File: src/rtl/uart_rx_pkg.sv
// rtl/uart_rx_pkg.sv - shared types and constants for the UART receive controller
// Contents: receiver state enum, data width, bit counter width, legal prescale ratios.
`timescale 1ns/1ps
package uart_rx_pkg;

    localparam int DATA_WIDTH  = 8;
    localparam int BIT_CNT_W   = $clog2(DATA_WIDTH);

    localparam int PRESCALE_X8  = 8;
    localparam int PRESCALE_X16 = 16;
    localparam int PRESCALE_X32 = 32;

    typedef enum logic [2:0] {
        ST_IDLE   = 3'd0,
        ST_START  = 3'd1,
        ST_DATA   = 3'd2,
        ST_PARITY = 3'd3,
        ST_STOP   = 3'd4
    } rx_state_e;

endpackage

File: src/rtl/uart_rx_edge_bit_cnt.sv
// rtl/uart_rx_edge_bit_cnt.sv - oversampling edge counter and data bit counter
// Ports: CLK, RST (async, active-low); enable runs the edge counter (held at 0 when low);
//        bit_clr zeroes bit_cnt; bit_inc advances bit_cnt at bit-end; Prescale sets the
//        bit period; edge_cnt, bit_cnt and the bit_end strobe are outputs.
`timescale 1ns/1ps
module uart_rx_edge_bit_cnt
    import uart_rx_pkg::*;
#(
    parameter int Prescale_width = 6
) (
    input  logic                      CLK,
    input  logic                      RST,
    input  logic                      enable,
    input  logic                      bit_clr,
    input  logic                      bit_inc,
    input  logic [Prescale_width-1:0] Prescale,
    output logic [Prescale_width-1:0] edge_cnt,
    output logic [BIT_CNT_W-1:0]      bit_cnt,
    output logic                      bit_end
);

    logic [Prescale_width-1:0] edge_cnt_q, edge_cnt_d;
    logic [Prescale_width-1:0] last_edge;
    logic [BIT_CNT_W-1:0]      bit_cnt_q, bit_cnt_d;

    assign last_edge = Prescale - Prescale_width'(1);
    assign bit_end   = enable && (edge_cnt_q == last_edge);

    always_comb begin
        edge_cnt_d = '0;
        if (enable && !bit_end) begin
            edge_cnt_d = edge_cnt_q + Prescale_width'(1);
        end

        bit_cnt_d = bit_cnt_q;
        if (bit_clr) begin
            bit_cnt_d = '0;
        end else if (bit_inc && bit_end) begin
            bit_cnt_d = bit_cnt_q + BIT_CNT_W'(1);
        end
    end

    always_ff @(posedge CLK or negedge RST) begin
        if (!RST) begin
            edge_cnt_q <= '0;
            bit_cnt_q  <= '0;
        end else begin
            edge_cnt_q <= edge_cnt_d;
            bit_cnt_q  <= bit_cnt_d;
        end
    end

    assign edge_cnt = edge_cnt_q;
    assign bit_cnt  = bit_cnt_q;

endmodule

File: src/rtl/uart_rx_ctrl.sv
// rtl/uart_rx_ctrl.sv - UART receive controller: framing FSM, parity check, deserializer
// Ports: CLK, RST (async, active-low); RX_IN serial line; Prescale, PAR_EN, PAR_TYP config;
//        sampled_bit from the sampler; edge_cnt / dat_samp_en drive the sampler;
//        P_DATA + data_valid deliver bytes; par_err / stp_err flag bad frames.
// Option: UART_RX_ERR_CNT_EN adds err_cnt, a saturating count of error pulses.
`timescale 1ns/1ps
module uart_rx_ctrl
    import uart_rx_pkg::*;
#(
    parameter int Prescale_width = 6
) (
    input  logic                      CLK,
    input  logic                      RST,
    input  logic                      RX_IN,
    input  logic [Prescale_width-1:0] Prescale,
    input  logic                      PAR_EN,
    input  logic                      PAR_TYP,
    input  logic                      sampled_bit,
    output logic [Prescale_width-1:0] edge_cnt,
    output logic                      dat_samp_en,
    output logic [DATA_WIDTH-1:0]     P_DATA,
    output logic                      data_valid,
    output logic                      par_err,
    output logic                      stp_err
`ifdef UART_RX_ERR_CNT_EN
    ,
    output logic [7:0]                err_cnt
`endif
);

    rx_state_e             state_q, state_d;
    logic                  par_en_q, par_en_d;
    logic                  par_typ_q, par_typ_d;
    logic                  discard_q, discard_d;
    logic [DATA_WIDTH-1:0] shift_q, shift_d;
    logic [DATA_WIDTH-1:0] p_data_q, p_data_d;
    logic                  data_valid_q, data_valid_d;
    logic                  par_err_q, par_err_d;
    logic                  stp_err_q, stp_err_d;

    logic                  bit_clr, bit_inc, bit_end;
    logic [BIT_CNT_W-1:0]  bit_cnt;

    assign dat_samp_en = (state_q != ST_IDLE);

    uart_rx_edge_bit_cnt #(
        .Prescale_width (Prescale_width)
    ) u_cnt (
        .CLK      (CLK),
        .RST      (RST),
        .enable   (dat_samp_en),
        .bit_clr  (bit_clr),
        .bit_inc  (bit_inc),
        .Prescale (Prescale),
        .edge_cnt (edge_cnt),
        .bit_cnt  (bit_cnt),
        .bit_end  (bit_end)
    );

    always_comb begin
        state_d      = state_q;
        par_en_d     = par_en_q;
        par_typ_d    = par_typ_q;
        discard_d    = discard_q;
        shift_d      = shift_q;
        p_data_d     = p_data_q;
        data_valid_d = 1'b0;
        par_err_d    = 1'b0;
        stp_err_d    = 1'b0;
        bit_clr      = 1'b0;
        bit_inc      = 1'b0;

        unique case (state_q)
            ST_IDLE: begin
                if (!RX_IN) begin
                    state_d   = ST_START;
                    par_en_d  = PAR_EN;
                    par_typ_d = PAR_TYP;
                    discard_d = 1'b0;
                end
            end
            ST_START: begin
                if (bit_end) begin
                    if (!sampled_bit) begin
                        state_d = ST_DATA;
                        bit_clr = 1'b1;
                    end else begin
                        // A start bit that votes high was line noise; drop it silently.
                        state_d = ST_IDLE;
                    end
                end
            end
            ST_DATA: begin
                if (bit_end) begin
                    // LSB arrives first, so each new bit enters at the top and moves right.
                    shift_d = {sampled_bit, shift_q[DATA_WIDTH-1:1]};
                    bit_inc = 1'b1;
                    if (bit_cnt == BIT_CNT_W'(DATA_WIDTH - 1)) begin
                        state_d = par_en_q ? ST_PARITY : ST_STOP;
                    end
                end
            end
            ST_PARITY: begin
                if (bit_end) begin
                    if (sampled_bit != ((^shift_q) ^ par_typ_q)) begin
                        par_err_d = 1'b1;
                        discard_d = 1'b1;
                    end
                    state_d = ST_STOP;
                end
            end
            ST_STOP: begin
                if (bit_end) begin
                    if (!sampled_bit) begin
                        stp_err_d = 1'b1;
                    end else if (!discard_q) begin
                        data_valid_d = 1'b1;
                        p_data_d     = shift_q;
                    end
                    discard_d = 1'b0;
                    // A low line at the stop bit-end is the next frame's start edge.
                    if (!RX_IN) begin
                        state_d   = ST_START;
                        par_en_d  = PAR_EN;
                        par_typ_d = PAR_TYP;
                    end else begin
                        state_d = ST_IDLE;
                    end
                end
            end
            default: state_d = ST_IDLE;
        endcase
    end

    always_ff @(posedge CLK or negedge RST) begin
        if (!RST) begin
            state_q      <= ST_IDLE;
            par_en_q     <= 1'b0;
            par_typ_q    <= 1'b0;
            discard_q    <= 1'b0;
            shift_q      <= '0;
            p_data_q     <= '0;
            data_valid_q <= 1'b0;
            par_err_q    <= 1'b0;
            stp_err_q    <= 1'b0;
        end else begin
            state_q      <= state_d;
            par_en_q     <= par_en_d;
            par_typ_q    <= par_typ_d;
            discard_q    <= discard_d;
            shift_q      <= shift_d;
            p_data_q     <= p_data_d;
            data_valid_q <= data_valid_d;
            par_err_q    <= par_err_d;
            stp_err_q    <= stp_err_d;
        end
    end

    assign P_DATA     = p_data_q;
    assign data_valid = data_valid_q;
    assign par_err    = par_err_q;
    assign stp_err    = stp_err_q;

`ifdef UART_RX_ERR_CNT_EN
    logic [7:0] err_cnt_q, err_cnt_d;

    // Counts from the pulse requests so the count moves in the same cycle as the pulse.
    always_comb begin
        err_cnt_d = err_cnt_q;
        if ((par_err_d || stp_err_d) && (err_cnt_q != 8'hFF)) begin
            err_cnt_d = err_cnt_q + 8'd1;
        end
    end

    always_ff @(posedge CLK or negedge RST) begin
        if (!RST) begin
            err_cnt_q <= '0;
        end else begin
            err_cnt_q <= err_cnt_d;
        end
    end

    assign err_cnt = err_cnt_q;
`endif

endmodule

File: config.mk
export PLATFORM = sky130hd
export DESIGN_NAME = uart_rx_ctrl
export DESIGN_NICKNAME = d
export VERILOG_FILES = /design/src/rtl/uart_rx_pkg.sv /design/src/rtl/uart_rx_edge_bit_cnt.sv /design/src/rtl/uart_rx_ctrl.sv
export SDC_FILE = /design/constraint.sdc
export NUM_CORES = 1
export LEC_CHECK = 0
export ABC_AREA = 1
export CORE_MARGIN = 2
export CORE_UTILIZATION = 48
export DETAILED_ROUTE_END_ITERATION = 16
export GPL_ROUTABILITY_DRIVEN = 0
export GPL_TIMING_DRIVEN = 1
export PLACE_DENSITY = 0.75
export SLEW_MARGIN = 20
export SYNTH_ARGS = -nofsm -noshare
export SYNTH_HDL_FRONTEND = slang
export SYNTH_SLANG_ARGS = --single-unit
File: constraint.sdc
create_clock -name CLK -period 2.1 [get_ports CLK]
set_input_delay 0.21 -clock CLK [delete_from_list [all_inputs] [get_ports CLK]]
set_output_delay 0.21 -clock CLK [all_outputs]
set_load 0.05 [all_outputs]
==> results of run 1 <==
metrics by stage:
stage | total power, W | TNS (ps) | instance area, um2
floorplan | 0.00198 | 0 | 1950
global placement | 0.00233 | -3640 | 2330
detailed placement | 0.00235 | -5700 | 2330
CTS | 0.00296 | 0 | 2450
global route | 0.00321 | 0 | 2500
finish | 0.00296 | 0 | 2500
critical path, cell delays in order:
cell	delay, ps
clkdlybuf4s50_1	510
nor2_2	220
nand3_2	130
xnor2_2	210
nand3_4	160
nor2_4	270
nand2_4	150
o21ai_2	160
per-layer routing:
metal  GRT usage, %  vias to the layer above
met5              0                        -
met4           8.42                        0
met3           5.17                        7
met2           30.9                       33
met1           23.7                      735
li1               -                      853
cells in the mapped netlist, drive strengths merged:
library cell   n  area, um2
ha             4       50.1
nand3b         1       7.51
xnor2          6       60.1
nand4          1       6.26
nor3           3       15.0
nor3b          3       22.5
inv           38        143
a21oi          3       15.0
nand2         80        313
buf            3       27.5
dfrtp         34        851
xor2           7       61.3
nand3         21        123
o21ai         19        125
nor2          27        126
registers in the layout, summed over array words and instances (netlist names), 3 cells and up:
| name | flops |
|---|---|
| u_cnt.edge_cnt | 6 |
| state_q | 3 |
| shift_q | 8 |
| P_DATA | 8 |
| u_cnt.bit_cnt | 3 |
cells in the final DEF (no fill, tap or decap), types with 2 or more instances in the layout:
cell type        Yosys  final
o21ai_2              8      8
nor2_2               4      4
ha_1                 4      3
xor2_1               7      7
clkinvlp_4           0      2
clkdlybuf4s50_1      0     26
dfrtp_1             34     34
inv_1               36     35
nand2_1             77     75
nor2_4               2      3
xnor2_1              5      5
a21oi_1              3      3
nand2_2              2      4
buf_4                0      7
nand3_1             19     19
clkbuf_8             0      5
nor3_1               3      3
o21ai_0             11     11
nor2_1              21     20
dlymetal6s2s_1       0      2
nor3b_1              3      2
inv_2                2      3
power breakdown:
group	total, W	switching [W]	internal (W)
clock network	0.000604	0.000251	0.000353
registers	0.00103	0.000187	0.000840
logic	0.00133	0.000842	0.000491
final cells by class:
class | instances | share of cell area, %
Clock buffer | 5 | 2.75
Clock inverter | 3 | 1.80
Inverter | 38 | 5.70
Multi-Input combinational cell | 176 | 39.0
Sequential cell | 34 | 34.0
Tap cell | 50 | 2.50
Timing Repair Buffer | 36 | 14.3
final timing paths:
check | from | end | cells after the start
max in group asynchronous | RST | shift_q[7] | 2
setup / recovery | Prescale[2] | P_DATA[6] | 8
setup reg to reg | state_q[0] | P_DATA[6] | 7
min in group CLK | PAR_TYP | par_typ_q | 3
hold / removal | RST | state_q[2] | 2
hold reg to reg | P_DATA[7] | P_DATA[7] | 2
cells by family (layout without fill, tap and decap cells):
kind of cell,after synthesis,after routing,synth area share (%)
simple gates,136,137,31.5
buf+inv,41,82,8.75
flops,34,34,43.7
compound gates,22,22,7.20
xor+xnor,13,13,6.24
fa+ha+maj,4,4,2.57
==> reports/results.ini, run 1 <==
[status]
outcome = complete, no violations

[place]
post-place-cells = 333
io_buffer_count = 29
dp_hpwl_mm = 2.78
post-place-ws_ps = -233

[clock_network]
tritoncts = built
ctsRootBufferMaster = clkbuf_8
cts_repair_resize_count = 0
post_cts_repair_timing_setup_buffer_count = 0
hold_buffers = 0
ctsHtreeMaxLevel = 2
cts.path.max_buffers = 2
cts_num_sinks = 34
tritoncts.num_buffers = 5
worstSkewPairLatency_ps = 290
clkTransAtPathRegs_ps = 70

[floorplan]
die_w_um = 67.7
starting_density_pct = 49.3
pin_count = 30
rows = 23
design.core.area_um2 = 3940
die_area_um2 = 4580
fp.dieH_um = 67.7

[detailed_routing]
top_layer_used = met4
met3WireLength_um = 147
totalWireLength_mm = 3.83
dr.first_iter.drc_count = 89
wire_length_per_cell_um = 11.2
routed-via-count = 1628
drt-vias-per-instance = 4.76
wl_met1_mm = 1.81
drtPass1Iterations = 4
met2_length_mm = 1.79
drt.antenna.violating_nets = 0
remaining_drc_errors = 0

[grt]
first_global_vias = 1504
antenna_found_initial = 0
globalRouteTotalUtil_pct = 19.1
grt_start_max_net_pins = 35
grt_pass1_wl_mm = 6.42
final_global_route_overflow_total = 0

[finish]
finish.utilization_pct = 63.5
num-nets-final = 307
seqCellArea_um2 = 851
layout-area-overhead-vs-synth_pct = 28.6
post_layout_nonfiller_instances = 342
multi_input_comb_area_um2 = 975
antenna_cells_inserted = 0
num-fill-cells = 353
drive_gt1_share_pct = 15.4

[sta]
finalHoldViolCount = 0
final.min_clock_period_ps = 1800
worst_max_slew_margin_expressed_relative_to_the_limit_pct = 61.5
drv_slew = 0
fin_worst_skew_ps = 6.07
worst_hold_slack_ps = 311
setup_viol = 0
final_critical_path_share_of_the_clock_period_pct = 85.8
grt_setup_unrepaired = false
post-route-worst-setup-slack_ps = 298
max_freq_mhz = 555
transition_time_at_the_pin_with_the_least_slew_margin_ps = 575

[synth]
share_of_synthesized_area_occupied_by_flip_flops_and_latches_pct = 43.7
syn_inst = 250
mappedNetlistNets = 266
synth_seq_cells = 34
postSynthAreaPerCell_um2 = 7.78
synth_warnings = 0
synth.lib_cells_used.distinct = 25
syn-cell-area_um2 = 1950

[setup_path]
cp_data_arrival_time_ps = 2030
critPathMaxFanout = 8
setup.worst_path.start_class = input port
timing.setup.critical_path_class = in -> reg
endpoint_kind = flip-flop
setup.reg_to_reg.worst_slack_ps = 320
cp.required_ps = 2330

[pwr]
p_per_area_nw_per_um2 = 1180
p_leak_nw = 1.26
worst_supply_voltage_drop_on_vdd_uv = 661

[run]
max-cap-violations = 0

[hold_path]
timing.hold.worst.class = in -> async

Power figures use the tool's default switching activity.
==> inputs of run 2 (changes only) <==
==> constraint.sdc (replaced) <==
create_clock -name CLK -period 1.8 [get_ports CLK]
set_input_delay 0.18 -clock CLK [delete_from_list [all_inputs] [get_ports CLK]]
set_output_delay 0.18 -clock CLK [all_outputs]
set_load 0.05 [all_outputs]
==> run 2 against run 1 <==
Net effect: final cell count up 2.0%; worst setup slack worse by 240 ps; flip-flop and latch count unchanged; non-clock buffer count up 8; utilization up 1.1 points; total power up 18%; largest cell class unchanged; via count up 3.4%.
==> reports/results.ini, run 2 (synthesis results as in run 1) <==
[sta]
drv_slew = 0  ; unchanged
final.min_clock_period_ps = 1740
worst_max_slew_margin_expressed_relative_to_the_limit_pct = 66.5  ; was 61.5%
finalHoldViolCount = 0  ; unchanged
max_freq_mhz = 574
fin_worst_skew_ps = 5.07  ; was 6.07 ps
transition_time_at_the_pin_with_the_least_slew_margin_ps = 501  ; was 575 ps
post-route-worst-setup-slack_ps = 59.2  ; was 298 ps
setup_viol = 0  ; unchanged
finalSetupTns_ps = 0  ; unchanged
final_critical_path_share_of_the_clock_period_pct = 96.7

[floorplan]
fp.dieH_um = 67.7  ; unchanged
starting_density_pct = 49.3  ; unchanged
die_w_um = 67.7  ; unchanged
die_area_um2 = 4580  ; unchanged
pin_count = 30  ; unchanged
design.core.area_um2 = 3940  ; unchanged
rows = 23  ; unchanged

[finish]
layout-area-overhead-vs-synth_pct = 30.8  ; was 28.6%
post-route-cell-area_um2 = 2540  ; was 2500 um2
layout.cells.most_common = nand2_1  ; unchanged
num-fill-cells = 349  ; was 353
num-nets-final = 314  ; was 307
finish.utilization_pct = 64.6  ; was 63.5%
antenna_cells_inserted = 0  ; unchanged
drive_gt1_share_pct = 18.7  ; was 15.4%
commonest_cells_after_routing_fill_and_taps_aside = nand2_1 (76), inv_1 (34), dfrtp_1 (30)  ; was nand2_1 (75), inv_1 (35), dfrtp_1 (34)

[clock_network]
clkTransAtPathRegs_ps = 70  ; about the same
cts_num_sinks = 34  ; unchanged
cts.path.max_buffers = 2  ; unchanged
ctsHtreeMaxLevel = 2  ; unchanged
tritoncts.num_buffers = 5  ; unchanged
tritoncts = built  ; unchanged
ctsRootBufferMaster = clkbuf_8  ; unchanged
worstSkewPairLatency_ps = 280  ; was 290 ps

[place]
dp_hpwl_mm = 2.95  ; was 2.78 mm
place_area_um2 = 2380  ; was 2330 um2
post-place-ws_ps = -447  ; was -233 ps
io_buffer_count = 29  ; unchanged

[setup_path]
timing.setup.critical_path_class = reg -> out  ; was in -> reg
setup.worst_path.start_class = flip-flop  ; was input port
cp.required_ps = 1620  ; was 2330 ps
setup.reg_to_reg.worst_slack_ps = 140  ; was 320 ps
setup.worst_path.end = edge_cnt[4]  ; was P_DATA[6]
critPathSlowestCell = clkdlybuf4s50_1  ; unchanged
timing.critical_path.cells = buf_4 > clkdlybuf4s50_1  ; was clkdlybuf4s50_1 > nor2_2 > nand3_2 > xnor2_2 > nand3_4 > nor2_4 > nand2_4 > o21ai_2
cpPeakStageDelay_ps = 790  ; was 510 ps
critPathMaxFanout = 3  ; was 8
critPathLaunch = u_cnt.edge_cnt[4]  ; was Prescale[2]
endpoint_kind = output port  ; was flip-flop
cp_data_arrival_time_ps = 1560  ; was 2030 ps
r2r.worst_path.cells = 13  ; was 7
reg2reg_to = state_q[0]  ; was P_DATA[6]
rr_startpoint = u_cnt.edge_cnt[4]  ; was state_q[0]

[pwr]
post-layout-total-power_w = 0.00349  ; was 0.00296 W
worst_supply_voltage_drop_on_vdd_uv = 706  ; was 661 uV
p_per_area_nw_per_um2 = 1370  ; was 1180 nW/um2
p_leak_nw = 1.30  ; was 1.26 nW

[detailed_routing]
routed-via-count = 1683  ; was 1,628
dr.first_iter.drc_count = 92  ; was 89
totalWireLength_mm = 3.99  ; was 3.83 mm
drt.antenna.violating_nets = 0  ; unchanged
wire_length_per_cell_um = 11.4  ; was 11.2 um
drt-vias-per-instance = 4.82  ; was 4.76
drtPass1Iterations = 4  ; unchanged
remaining_drc_errors = 0  ; unchanged

[status]
outcome = complete, no violations  ; unchanged

[grt]
met1_usage_pct = 25.5  ; was 23.7%
groute.layer.met3.usage_pct = 4.50  ; was 5.17%
grt_pass1_wl_mm = 6.71  ; was 6.42 mm
grt_peak_use_layer = met2  ; unchanged
final_global_route_overflow_total = 0  ; unchanged
first_global_vias = 1546  ; was 1,504
globalRouteTotalUtil_pct = 19.6  ; was 19.1%
gr_util_met2_pct = 31.5  ; was 30.9%
antenna_found_initial = 0  ; unchanged
grt_start_max_net_pins = 35  ; unchanged

[hold_path]
timing.hold.worst.class = in -> async  ; unchanged

[run]
max-cap-violations = 0  ; unchanged

## run 2: cell count changes in the layout (fill, tap and decap cells not counted), moves of 2 or more
cell,change
buf_4,+9
dfrtp_1,-4
dfrtp_2,+4
clkbuf_1,+2
clkdlybuf4s50_1,-2
clkinvlp_4,-2
dlygate4sd2_1,+2
nor2_2,-2
nor2_4,+2
## run 2: worst max-delay path, delay by kind of cell (launching register included)
| kind | cells | cell delay [ps] |
|---|---|---|
| buffers and inverters | 2 | 910 |
| flip-flops | 1 | 360 |
## run 2: through the flow
stage          hold WS (ps)  instances
2_1_floorplan          -116        250
3_3_place_gp            470        339
4_1_cts                 309        348
5_1_grt                 349        349
6_report                303        349
3_5_place_dp            472        339
## run 2: layer usage
layer / share of wire, % / vias to the layer above
met3: 4.7 / 7
li1: - / 867
met1: 45 / 767
met5: 0 / -
met2: 48 / 42
met4: 2.0 / 0
## run 2: worst min path at each step
stage / end / slack, ps / startpoint
global route: P_DATA[3] / 350 / RST
CTS: P_DATA[1] / 310 / RST
global placement: P_DATA[2] / 470 / P_DATA[2]
detailed placement: P_DATA[5] / 470 / P_DATA[5]
floorplan: P_DATA[0] / -120 / RST
finish: P_DATA[6] / 300 / RST
## run 2: layout make-up
class                   count  area, um2  share of cell area [%]
repair buffers             44        403                    15.8
inverters                  38        143                    5.60
clock buffers               7       76.3                    3.00
flip-flops and latches     34        856                    33.6
clock inverters             1       30.0                    1.18
multi-input cells         175        975                    38.3
well taps                  50       62.6                    2.46
## run 2: report_power, final
part	switching [W]	internal (W)
clock	0.000256	0.000414
combinational	0.00101	0.000602
sequential	0.000217	0.000984
total	0.00149	0.00200
## run 2: repair_timing
action,CTS,global route
gates resized for setup,5,9
setup buffers,1,1
endpoints found under the setup margin,33,30
hold buffers,0,0
hold endpoints to repair,0,0
pin swaps,6,2
